File: config.mk
export PLATFORM = sky130hd
export DESIGN_NAME = regbank_port_arbiter
export DESIGN_NICKNAME = d
export VERILOG_FILES = /design/src/rtl/regbank_port_arbiter_pkg.sv /design/src/rtl/regarb_starve_ctr.sv /design/src/rtl/regbank_port_arbiter.sv
export SDC_FILE = /design/constraint.sdc
export NUM_CORES = 1
export LEC_CHECK = 0
export ABC_AREA = 1
export CAP_MARGIN = 5
export CORE_AREA = 2 2 138 140
export CTS_CLUSTER_SIZE = 25
export DETAILED_ROUTE_END_ITERATION = 7
export DIE_AREA = 0 0 140 142
export PLACE_DENSITY_LB_ADDON = 0.25
export SKIP_CTS_REPAIR_TIMING = 1
export SLEW_MARGIN = 20
export SYNTH_ARGS = -nofsm -noshare
export SYNTH_HDL_FRONTEND = slang
export SYNTH_SLANG_ARGS = --single-unit
export TNS_END_PERCENT = 1
File: constraint.sdc
create_clock -name clk -period 9.3 [get_ports clk]
set_clock_uncertainty 0.2 [all_clocks]
set_input_delay 2.325 -clock clk [delete_from_list [all_inputs] [get_ports clk]]
set_output_delay 2.325 -clock clk [all_outputs]
set_load 0.01 [all_outputs]
File: src/rtl/regbank_port_arbiter_pkg.sv
// Shared constants and request payload for the register-bank port arbiter.
package regbank_port_arbiter_pkg;

  localparam int unsigned DATA_W           = 32;
  localparam int unsigned REG_W            = 4;
  localparam int unsigned CNT_W_DEF        = 4;
  localparam int unsigned STARVE_LIMIT_DEF = 8;
  localparam int unsigned CH_NUM           = 3;

  localparam logic [1:0] CH_CPU0 = 2'd0;
  localparam logic [1:0] CH_CPU1 = 2'd1;
  localparam logic [1:0] CH_DBG  = 2'd2;

  typedef struct packed {
    logic [REG_W-1:0]  idx;
    logic              we;
    logic [DATA_W-1:0] wdata;
  } req_t;

endpackage

File: src/rtl/regarb_starve_ctr.sv
// Counts consecutive stalled debug-channel cycles, saturating at the limit;
// starve_c flags that the debug channel must be force-granted.
module regarb_starve_ctr
  import regbank_port_arbiter_pkg::*;
#(
  parameter int unsigned CNT_W        = CNT_W_DEF,
  parameter int unsigned STARVE_LIMIT = STARVE_LIMIT_DEF
) (
  input  logic clk,
  input  logic reset,
  input  logic stall,
  output logic starve_c
);

  logic [CNT_W-1:0] cnt;

  // Any cycle that is not a stall (handshake or no request) restarts the count.
  always_ff @(posedge clk) begin
    if (reset) begin
      cnt <= '0;
    end else if (!stall) begin
      cnt <= '0;
    end else if (cnt != CNT_W'(STARVE_LIMIT)) begin
      cnt <= cnt + 1'b1;
    end
  end

  assign starve_c = (cnt == CNT_W'(STARVE_LIMIT));

endmodule

File: src/rtl/regbank_port_arbiter.sv
// Shares the two ports of the dual-port register bank among ch0/ch1 (CPU) and ch2 (debug).
// Define REGARB_FWD_EN to forward same-cycle write data to a read of the same register.
module regbank_port_arbiter #(
  parameter int unsigned DATA_W       = regbank_port_arbiter_pkg::DATA_W,
  parameter int unsigned REG_W        = regbank_port_arbiter_pkg::REG_W,
  parameter int unsigned STARVE_LIMIT = regbank_port_arbiter_pkg::STARVE_LIMIT_DEF,
  parameter int unsigned CNT_W        = regbank_port_arbiter_pkg::CNT_W_DEF
) (
  input  logic              clk,
  input  logic              reset,
  input  logic              ch0_valid,
  output logic              ch0_ready,
  input  logic [REG_W-1:0]  ch0_reg,
  input  logic              ch0_we,
  input  logic [DATA_W-1:0] ch0_wdata,
  output logic              ch0_rsp_valid,
  output logic [DATA_W-1:0] ch0_rsp_data,
  input  logic              ch1_valid,
  output logic              ch1_ready,
  input  logic [REG_W-1:0]  ch1_reg,
  input  logic              ch1_we,
  input  logic [DATA_W-1:0] ch1_wdata,
  output logic              ch1_rsp_valid,
  output logic [DATA_W-1:0] ch1_rsp_data,
  input  logic              ch2_valid,
  output logic              ch2_ready,
  input  logic [REG_W-1:0]  ch2_reg,
  input  logic              ch2_we,
  input  logic [DATA_W-1:0] ch2_wdata,
  output logic              ch2_rsp_valid,
  output logic [DATA_W-1:0] ch2_rsp_data,
  output logic [REG_W-1:0]  bank_reg0,
  output logic              bank_we0,
  output logic [DATA_W-1:0] bank_din0,
  input  logic [DATA_W-1:0] bank_dout0,
  output logic [REG_W-1:0]  bank_reg1,
  output logic              bank_we1,
  output logic [DATA_W-1:0] bank_din1,
  input  logic [DATA_W-1:0] bank_dout1,
  output logic              starve_active
);

  import regbank_port_arbiter_pkg::req_t;
  import regbank_port_arbiter_pkg::CH_NUM;
  import regbank_port_arbiter_pkg::CH_CPU0;
  import regbank_port_arbiter_pkg::CH_CPU1;
  import regbank_port_arbiter_pkg::CH_DBG;

  req_t              req [CH_NUM];
  logic              starve;
  logic              use0, use1;
  logic [1:0]        src0, src1;
  logic [CH_NUM-1:0] ready;
  logic              rd0, rd1;
  logic [DATA_W-1:0] rdata0, rdata1;
  logic [CH_NUM-1:0] rsp_valid_q;
  logic [DATA_W-1:0] rsp_data_q [CH_NUM];

  always_comb begin
    req[CH_CPU0] = '{idx: ch0_reg, we: ch0_we, wdata: ch0_wdata};
    req[CH_CPU1] = '{idx: ch1_reg, we: ch1_we, wdata: ch1_wdata};
    req[CH_DBG]  = '{idx: ch2_reg, we: ch2_we, wdata: ch2_wdata};
  end

  regarb_starve_ctr #(
    .CNT_W        (CNT_W),
    .STARVE_LIMIT (STARVE_LIMIT)
  ) u_starve_ctr (
    .clk      (clk),
    .reset    (reset),
    .stall    (ch2_valid && !ready[CH_DBG]),
    .starve_c (starve)
  );

  // Port assignment, then same-register write conflict resolution by priority.
  always_comb begin
    use0 = 1'b0;
    use1 = 1'b0;
    src0 = CH_CPU0;
    src1 = CH_CPU1;
    if (!reset) begin
      if (ch0_valid) begin
        use0 = 1'b1;
        src0 = CH_CPU0;
      end
      if (starve) begin
        if (!ch0_valid) begin
          if (ch2_valid) begin
            use0 = 1'b1;
            src0 = CH_DBG;
          end
          if (ch1_valid) begin
            use1 = 1'b1;
            src1 = CH_CPU1;
          end
        end else if (ch2_valid) begin
          use1 = 1'b1;
          src1 = CH_DBG;
        end
      end else begin
        if (ch1_valid) begin
          use1 = 1'b1;
          src1 = CH_CPU1;
        end
        if (ch2_valid && !ch0_valid) begin
          use0 = 1'b1;
          src0 = CH_DBG;
        end else if (ch2_valid && !ch1_valid) begin
          use1 = 1'b1;
          src1 = CH_DBG;
        end
      end
      // Port 0 holds the debug channel only when ch1 is on port 1, so it is the lower one.
      if (use0 && use1 && req[src0].we && req[src1].we &&
          req[src0].idx == req[src1].idx && req[src0].idx != '0) begin
        if (src0 == CH_DBG) use0 = 1'b0;
        else                use1 = 1'b0;
      end
    end
  end

  always_comb begin
    ready = '0;
    for (int k = 0; k < CH_NUM; k++) begin
      ready[k] = (use0 && src0 == 2'(k)) || (use1 && src1 == 2'(k));
    end
  end

  // Bank port drive; register 0 writes are swallowed here.
  always_comb begin
    bank_reg0 = '0;
    bank_we0  = 1'b0;
    bank_din0 = '0;
    bank_reg1 = '0;
    bank_we1  = 1'b0;
    bank_din1 = '0;
    if (use0) begin
      bank_reg0 = req[src0].idx;
      bank_we0  = req[src0].we && (req[src0].idx != '0);
      if (req[src0].we) bank_din0 = req[src0].wdata;
    end
    if (use1) begin
      bank_reg1 = req[src1].idx;
      bank_we1  = req[src1].we && (req[src1].idx != '0);
      if (req[src1].we) bank_din1 = req[src1].wdata;
    end
  end

  always_comb begin
    rd0    = use0 && !req[src0].we;
    rd1    = use1 && !req[src1].we;
    rdata0 = (bank_reg0 == '0) ? '0 : bank_dout0;
    rdata1 = (bank_reg1 == '0) ? '0 : bank_dout1;
`ifdef REGARB_FWD_EN
    if (bank_we1 && bank_reg1 == bank_reg0) rdata0 = bank_din1;
    if (bank_we0 && bank_reg0 == bank_reg1) rdata1 = bank_din0;
`endif
  end

  // Read responses appear one cycle after the handshake.
  always_ff @(posedge clk) begin
    if (reset) begin
      rsp_valid_q <= '0;
      for (int k = 0; k < CH_NUM; k++) rsp_data_q[k] <= '0;
    end else begin
      for (int k = 0; k < CH_NUM; k++) begin
        rsp_valid_q[k] <= (rd0 && src0 == 2'(k)) || (rd1 && src1 == 2'(k));
        if (rd0 && src0 == 2'(k))      rsp_data_q[k] <= rdata0;
        else if (rd1 && src1 == 2'(k)) rsp_data_q[k] <= rdata1;
      end
    end
  end

  assign ch0_ready     = ready[CH_CPU0];
  assign ch1_ready     = ready[CH_CPU1];
  assign ch2_ready     = ready[CH_DBG];
  assign ch0_rsp_valid = rsp_valid_q[CH_CPU0];
  assign ch1_rsp_valid = rsp_valid_q[CH_CPU1];
  assign ch2_rsp_valid = rsp_valid_q[CH_DBG];
  assign ch0_rsp_data  = rsp_data_q[CH_CPU0];
  assign ch1_rsp_data  = rsp_data_q[CH_CPU1];
  assign ch2_rsp_data  = rsp_data_q[CH_DBG];
  assign starve_active = starve && !reset;

endmodule

==> After elaboration in Yosys (flattened, before gate mapping) <==
Memory sizes are Yosys's and may differ from the RTL's.
Index checks and enable logic that the tools add are counted.
{ "totals": {"ff_bits": 7, "romBits": 0, "output_inout_bits": 177, "mem_bits_rw": 96, "n_memories": 1, "latchBits": 0, "input_bits": 180} }
{ "op_classes": {"bitwise_logic": 11, "reduce_logical": 45, "n_eq_ne": 8, "shifts": 0, "n_div": 0, "n_mul": 0, "mux": 83, "addsub": 1, "order_cmp": 4} }
{ "memory_table": {"columns": ["memory", "words", "width", "rd", "rd_clocked_by_memory_dff", "wr", "line_no", "rtl"], "rows": [
  ["rsp_data_q", 3, 32, 3, 0, 3, "regbank_port_arbiter.sv:57", "logic [DATA_W-1:0] rsp_data_q [CH_NUM];"]
]} }
{ "op_table": {"columns": ["operator", "n"], "rows": [
  ["32-bit 2-to-1 mux", 12],
  ["37-bit binary-select mux with 2-bit select", 4],
  ["37-bit 2-to-1 mux", 8],
  ["1-bit 2-to-1 mux", 44],
  ["2-bit 2-to-1 mux", 13],
  ["1-bit logical AND", 25],
  ["3-bit >= comparator, second input constant", 4],
  ["2-bit inverter with 3-bit output", 4],
  ["4-bit nonzero test", 3],
  ["4-bit zero test", 2],
  ["4-bit 2-to-1 mux", 2],
  ["2-bit equality test, second input constant", 3],
  ["1-bit zero test", 6],
  ["1-bit logical OR", 6],
  ["1-bit OR", 6],
  ["4-bit by 1-bit adder with 4-bit output, second input constant", 1],
  ["2-bit by 1-bit equality test with 1-bit output, second input constant", 2],
  ["4-bit equality test", 1],
  ["4-bit equality test, second input constant", 1],
  ["2-bit zero test", 2],
  ["4-bit != test, second input constant", 1],
  ["2-bit OR reduction", 1],
  ["1-bit inverter", 1]
]} }

==> Logic depth before layout (Yosys ltp) <==
{ "logic_depth": {"ltp_word": 22, "depth_mapped": 18, "ltp_nobuf": 17} }

==> Cells and area by module <==
A second synthesis with hierarchy kept.
{ "hier_totals": {"cells_unflattened": 912, "area_unflattened_um2": 6525.0} }
{ "by_module_without_submodules": {"columns": ["module", "seq_area_each_um2", "area_per_inst_um2", "n_inst", "cells_per_inst"], "rows": [
  ["regbank_port_arbiter", 2942.8, 6308.6, 1, 879],
  ["regarb_starve_ctr", 80.1, 216.5, 1, 33]
]} }

==> Worst setup path before layout <==
Ideal clock, no wire load.
{ "synth_path": {"path_kind": "input to output", "startpoint": "input ch0_valid", "endpoint": "output bank_din1[10]", "setup_slack_ps": 2868, "t_arrival_ps": 3907, "required_time_ps": 6775, "cell_stages": 15, "cell_sequence": "inv_2 nand2_2 buf_6 nand2_1 o21ai_2 nor2_1 nand2_1 nand2_1 nor2_2 nand4_4 nand2_2 or2_1 buf_2 buf_4 a21oi_1"} }
{ "synth_via": {"elab_chain_cells": 16, "elab_cells_between_ends": 46} }
{ "synth_rtl": {"columns": ["element", "line_no", "rtl"], "rows": [
  ["start: declaration", "regbank_port_arbiter.sv:11", "input logic ch0_valid,"],
  ["branches (longest 15 deep; another with 37-bit binary-select mux with 2-bit select)", null, null],
  ["32-bit 2-to-1 mux (*)", "regbank_port_arbiter.sv:142", "if (use1) begin"],
  ["end: declaration", "regbank_port_arbiter.sv:38", "output logic [DATA_W-1:0] bank_din1,"]
]} }
Mark *: on every way between the ends. The select of a mux whose other input is x is not followed.

==> Worst setup path after layout <==
{ "layout_path": {"startpoint": "input ch0_valid", "endpoint": "output bank_din0[15]"} }
{ "layout_via": {"elab_chain_cells": 16, "elab_cells_between_ends": 46} }
{ "layout_rtl": {"columns": ["element", "line_no", "rtl"], "rows": [
  ["branches (longest 15 deep; another with 37-bit binary-select mux with 2-bit select)", null, null],
  ["32-bit 2-to-1 mux (*)", "regbank_port_arbiter.sv:137", "if (use0) begin"],
  ["end: declaration", "regbank_port_arbiter.sv:34", "output logic [DATA_W-1:0] bank_din0,"]
]} }
Marks and branches as above.

==> reports/summary.txt <==
SYNTHESIS
--------------------------------------------------------------------------------
Area share of fa/ha/maj cells after synthesis                            0.00382
Synth Area in Compound Gates                                              0.0651
Net count after synthesis                                                   1078
Number of distinct library cells after synthesis                              30
Post-Syn Area                                                          6560 um^2
Multiplexer area fraction after synthesis                                0.00153
Fraction of the yosys area taken by sequential cells                       0.461
XOR/XNOR share of the synthesized area                                   0.00401
Post-synthesis area per instance                                       7.32 um^2
Simple-gate share of the synthesized area                                  0.364
Number of register bits inferred by synthesis                                103
Number of warnings issued by yosys                                             0
Largest family of logic cells by synthesized area                   simple AND/OR/NAND/NOR gates
Post-Synthesis Cells                                                         896

PWR
--------------------------------------------------------------------------------
PD cells                                                             124 nW/um^2
Leak Pwr                                                                 4.57 nW
Proportion of power drawn by flip-flops and latches                        0.424
Design internal power                                                     935 uW
Maximum VDD drop                                                         71.2 uV
Gate power share                                                           0.288
Switching Share                                                            0.283
Power spent charging and discharging nets                                 369 uW
Clock network fraction of design power                                     0.288

PLACED DESIGN
--------------------------------------------------------------------------------
Total placed instance area                                            10200 um^2
Half-perimeter wire length of the detailed placement result             19600 um
Routability Congestion                                                      1.01
Number of buffer cells added on primary ports                                356

DIE
--------------------------------------------------------------------------------
Standard cell core area                                               18500 um^2
Count of standard-cell rows                                                   50
Area of the die                                                       19900 um^2
Starting density of the core                                               0.355
Vert. Die Dim                                                             142 um
Io pins                                                                      357
Overall die width                                                         140 um

CTS
--------------------------------------------------------------------------------
CTS root buf                                                           clkbuf_16
Clock tree from TritonCTS                                                    yes
Clock transition at the registers of the reported paths                  0.07 ns
Worst skew pair latency                                                  0.34 ns
Clock net sink count                                                         103
Deepest clock path buffer count                                                2
H-tree level count                                                             3
Cts bufs inserted                                                              9

DRT
--------------------------------------------------------------------------------
Post-detailed-route wirelength per cell                                  18.6 um
First-pass detailed-route iteration total                                      8
Initial DRC count                                                            604
Count of vias placed by the detailed router                                 7414
Post-detailed-route count of antenna-violating nets                            0
DRC                                                                           19
Final routed wirelength across all metal layers                         27100 um
Per-cell via count in the routed design                                     5.09

TIMING
--------------------------------------------------------------------------------
Time the final worst path needs with I/O delays and setup                8.48 ns
# setup viols final                                                            0
Final cycle utilization of the critical path                               0.912
Total count of hold-check failures in the final report                         0
Unrepaired setup endpoints after global routing                            false
Summed negative setup slack over all endpoints                              0 ns
Max-slew violation count                                                       0
Max-slew headroom at the worst pin                                         0.223
Slew at the pin closest to its max-slew limit                            1.16 ns
Maximum clock frequency                                                0.118 GHz

GLOBAL ROUTING
--------------------------------------------------------------------------------
Vias in the first global route                                              7152
Largest net degree at the start of global routing                             66
First-pass GRT wire length                                              40000 um
Initial antenna violation count                                                5
Overflow after GRT                                                             0
Global-route total usage across every layer                                0.262

FINAL LAYOUT
--------------------------------------------------------------------------------
Fill cell total of the finished layout                                      1742
Layout overhead on the synthesized area                                    60.6%
Multi-input gate area                                                  2900 um^2
Most frequent cells in the layout                                   clkdlybuf4s50_1 (356), nand2_1 (235), nor2_1 (152)
Most common cell after layout, fill and taps aside                  clkdlybuf4s50_1
Utilization after layout                                                   0.570
Fraction of final layout cells with drive strength greater than 1         0.0460
Net count reported at finish                                                1396
Sequential cell area                                                   3020 um^2
Layout Cell Area excl Fill                                            10500 um^2

RUN STATUS
--------------------------------------------------------------------------------
Status                                                              complete, but fails checks
Violations in the final reports                                     design-rule violations

HOLD PATH
--------------------------------------------------------------------------------
Worst hold path class                                               flop to flop

JOB
--------------------------------------------------------------------------------
Maximum capacitance violations                                                 0

WORST SETUP PATH
--------------------------------------------------------------------------------
Top fanout value on the critical path                                         34
CP Class                                                            primary input to output pin
Endpoint type of the worst setup path                                 output pin
Kind of start point of the critical path                            primary input
Required time worst endpoint                                             6.78 ns
Critical path arrival                                                    5.96 ns

-- Yosys cell counts --
master    instances  area share
nand2_1         235        0.13
nor2_1          152       0.087
nand3_1         109       0.083
edfxtp_1         96        0.44
inv_1            84       0.048
a21oi_1          68       0.052
nand4_1          34       0.032
buf_2            31       0.024
clkbuf_1         23       0.013
o21ai_0           9      0.0069
inv_2             8      0.0046
dfxtp_1           7       0.021
buf_4             6      0.0069
nor2_2            6      0.0057
nand2_2           3      0.0029
o21ai_1           3      0.0023
xor2_1            3      0.0040
buf_6             2      0.0034
ha_1              2      0.0038
nand3_2           2      0.0031
nand3b_1          2      0.0023
nand4_4           2      0.0065
o21ai_2           2      0.0027
a21oi_2           1      0.0013
and3_1            1     0.00095
buf_1             1     0.00057
mux2i_1           1      0.0015
nand2_4           1      0.0017
nand3_4           1      0.0027
or2_1             1     0.00095
-- worst max-delay path, cell delays in order --
cell and delay (ns):
clkdlybuf4s50_1 0.54, inv_2 0.08, nand2_2 0.25, nor2_4 0.06, inv_2 0.46, nor2_1 0.11
a21oi_1 0.26, nand2_1 0.71, a21oi_1 0.52, clkdlybuf4s50_1 0.61
-- power by group through the flow --
stage               Sequential, mW  Clock, mW  Combinational [mW]
finish                       0.553      0.376               0.376
global route                 0.556      0.398               0.403
CTS                          0.553      0.380               0.377
detailed placement           0.564          0               0.374
global placement             0.563          0               0.374
floorplan                    0.579          0               0.140
-- registers in the layout (all words and copies together) (netlist names) --
name,count
rsp_data_q,96
u_starve_ctr.cnt,4
rsp_valid_q,3
-- path summary, 6_finish.rpt --
path,depth (start not counted),startpoint,end,slack [ns]
max reg2reg,14,u_starve_ctr.cnt[0],rsp_data_q[1][20],4.73
min,2,u_starve_ctr.cnt[3],u_starve_ctr.cnt[3],0.37
min reg2reg,2,u_starve_ctr.cnt[3],u_starve_ctr.cnt[3],0.37
max,10,ch0_valid,bank_din0[15],0.82
-- metal layers --
metal / global-route usage / vias to the layer above / part of all wire
met5: 0 / - / 0
met4: 0.123 / 0 / 0.040
met3: 0.0602 / 58 / 0.088
met2: 0.471 / 410 / 0.50
met1: 0.296 / 3377 / 0.37
li1: - / 3569 / -
-- stage by stage --
stage	cells	total power, mW	setup WS (ns)	hold slack, ns
2_1_floorplan	896	0.719	2.87	0.314
3_3_place_gp	1437	0.936	0.879	0.337
3_5_place_dp	1437	0.938	0.889	0.368
4_1_cts	1452	1.31	0.872	0.386
5_1_grt	1457	1.36	0.684	0.417
6_report	1457	1.30	0.818	0.366
-- cell type report --
class | count | share of cell area
Timing Repair Buffer | 370 | 0.349
Clock buffer | 9 | 0.0214
Antenna cell | 5 | 0.00119
Tap cell | 234 | 0.0278
Inverter | 92 | 0.0328
Multi-Input combinational cell | 638 | 0.275
Sequential cell | 103 | 0.287
Clock inverter | 6 | 0.00594
-- cell families after synthesis --
group	after synthesis
AOI/OAI and AO/OA	83
xor gates and xnor gates	3
adders and majority gates	2
buffers and inverters	155
DFF	103
muxes	1
and+or+nand+nor	549
Note: power is estimated with default switching activity, not from simulation.
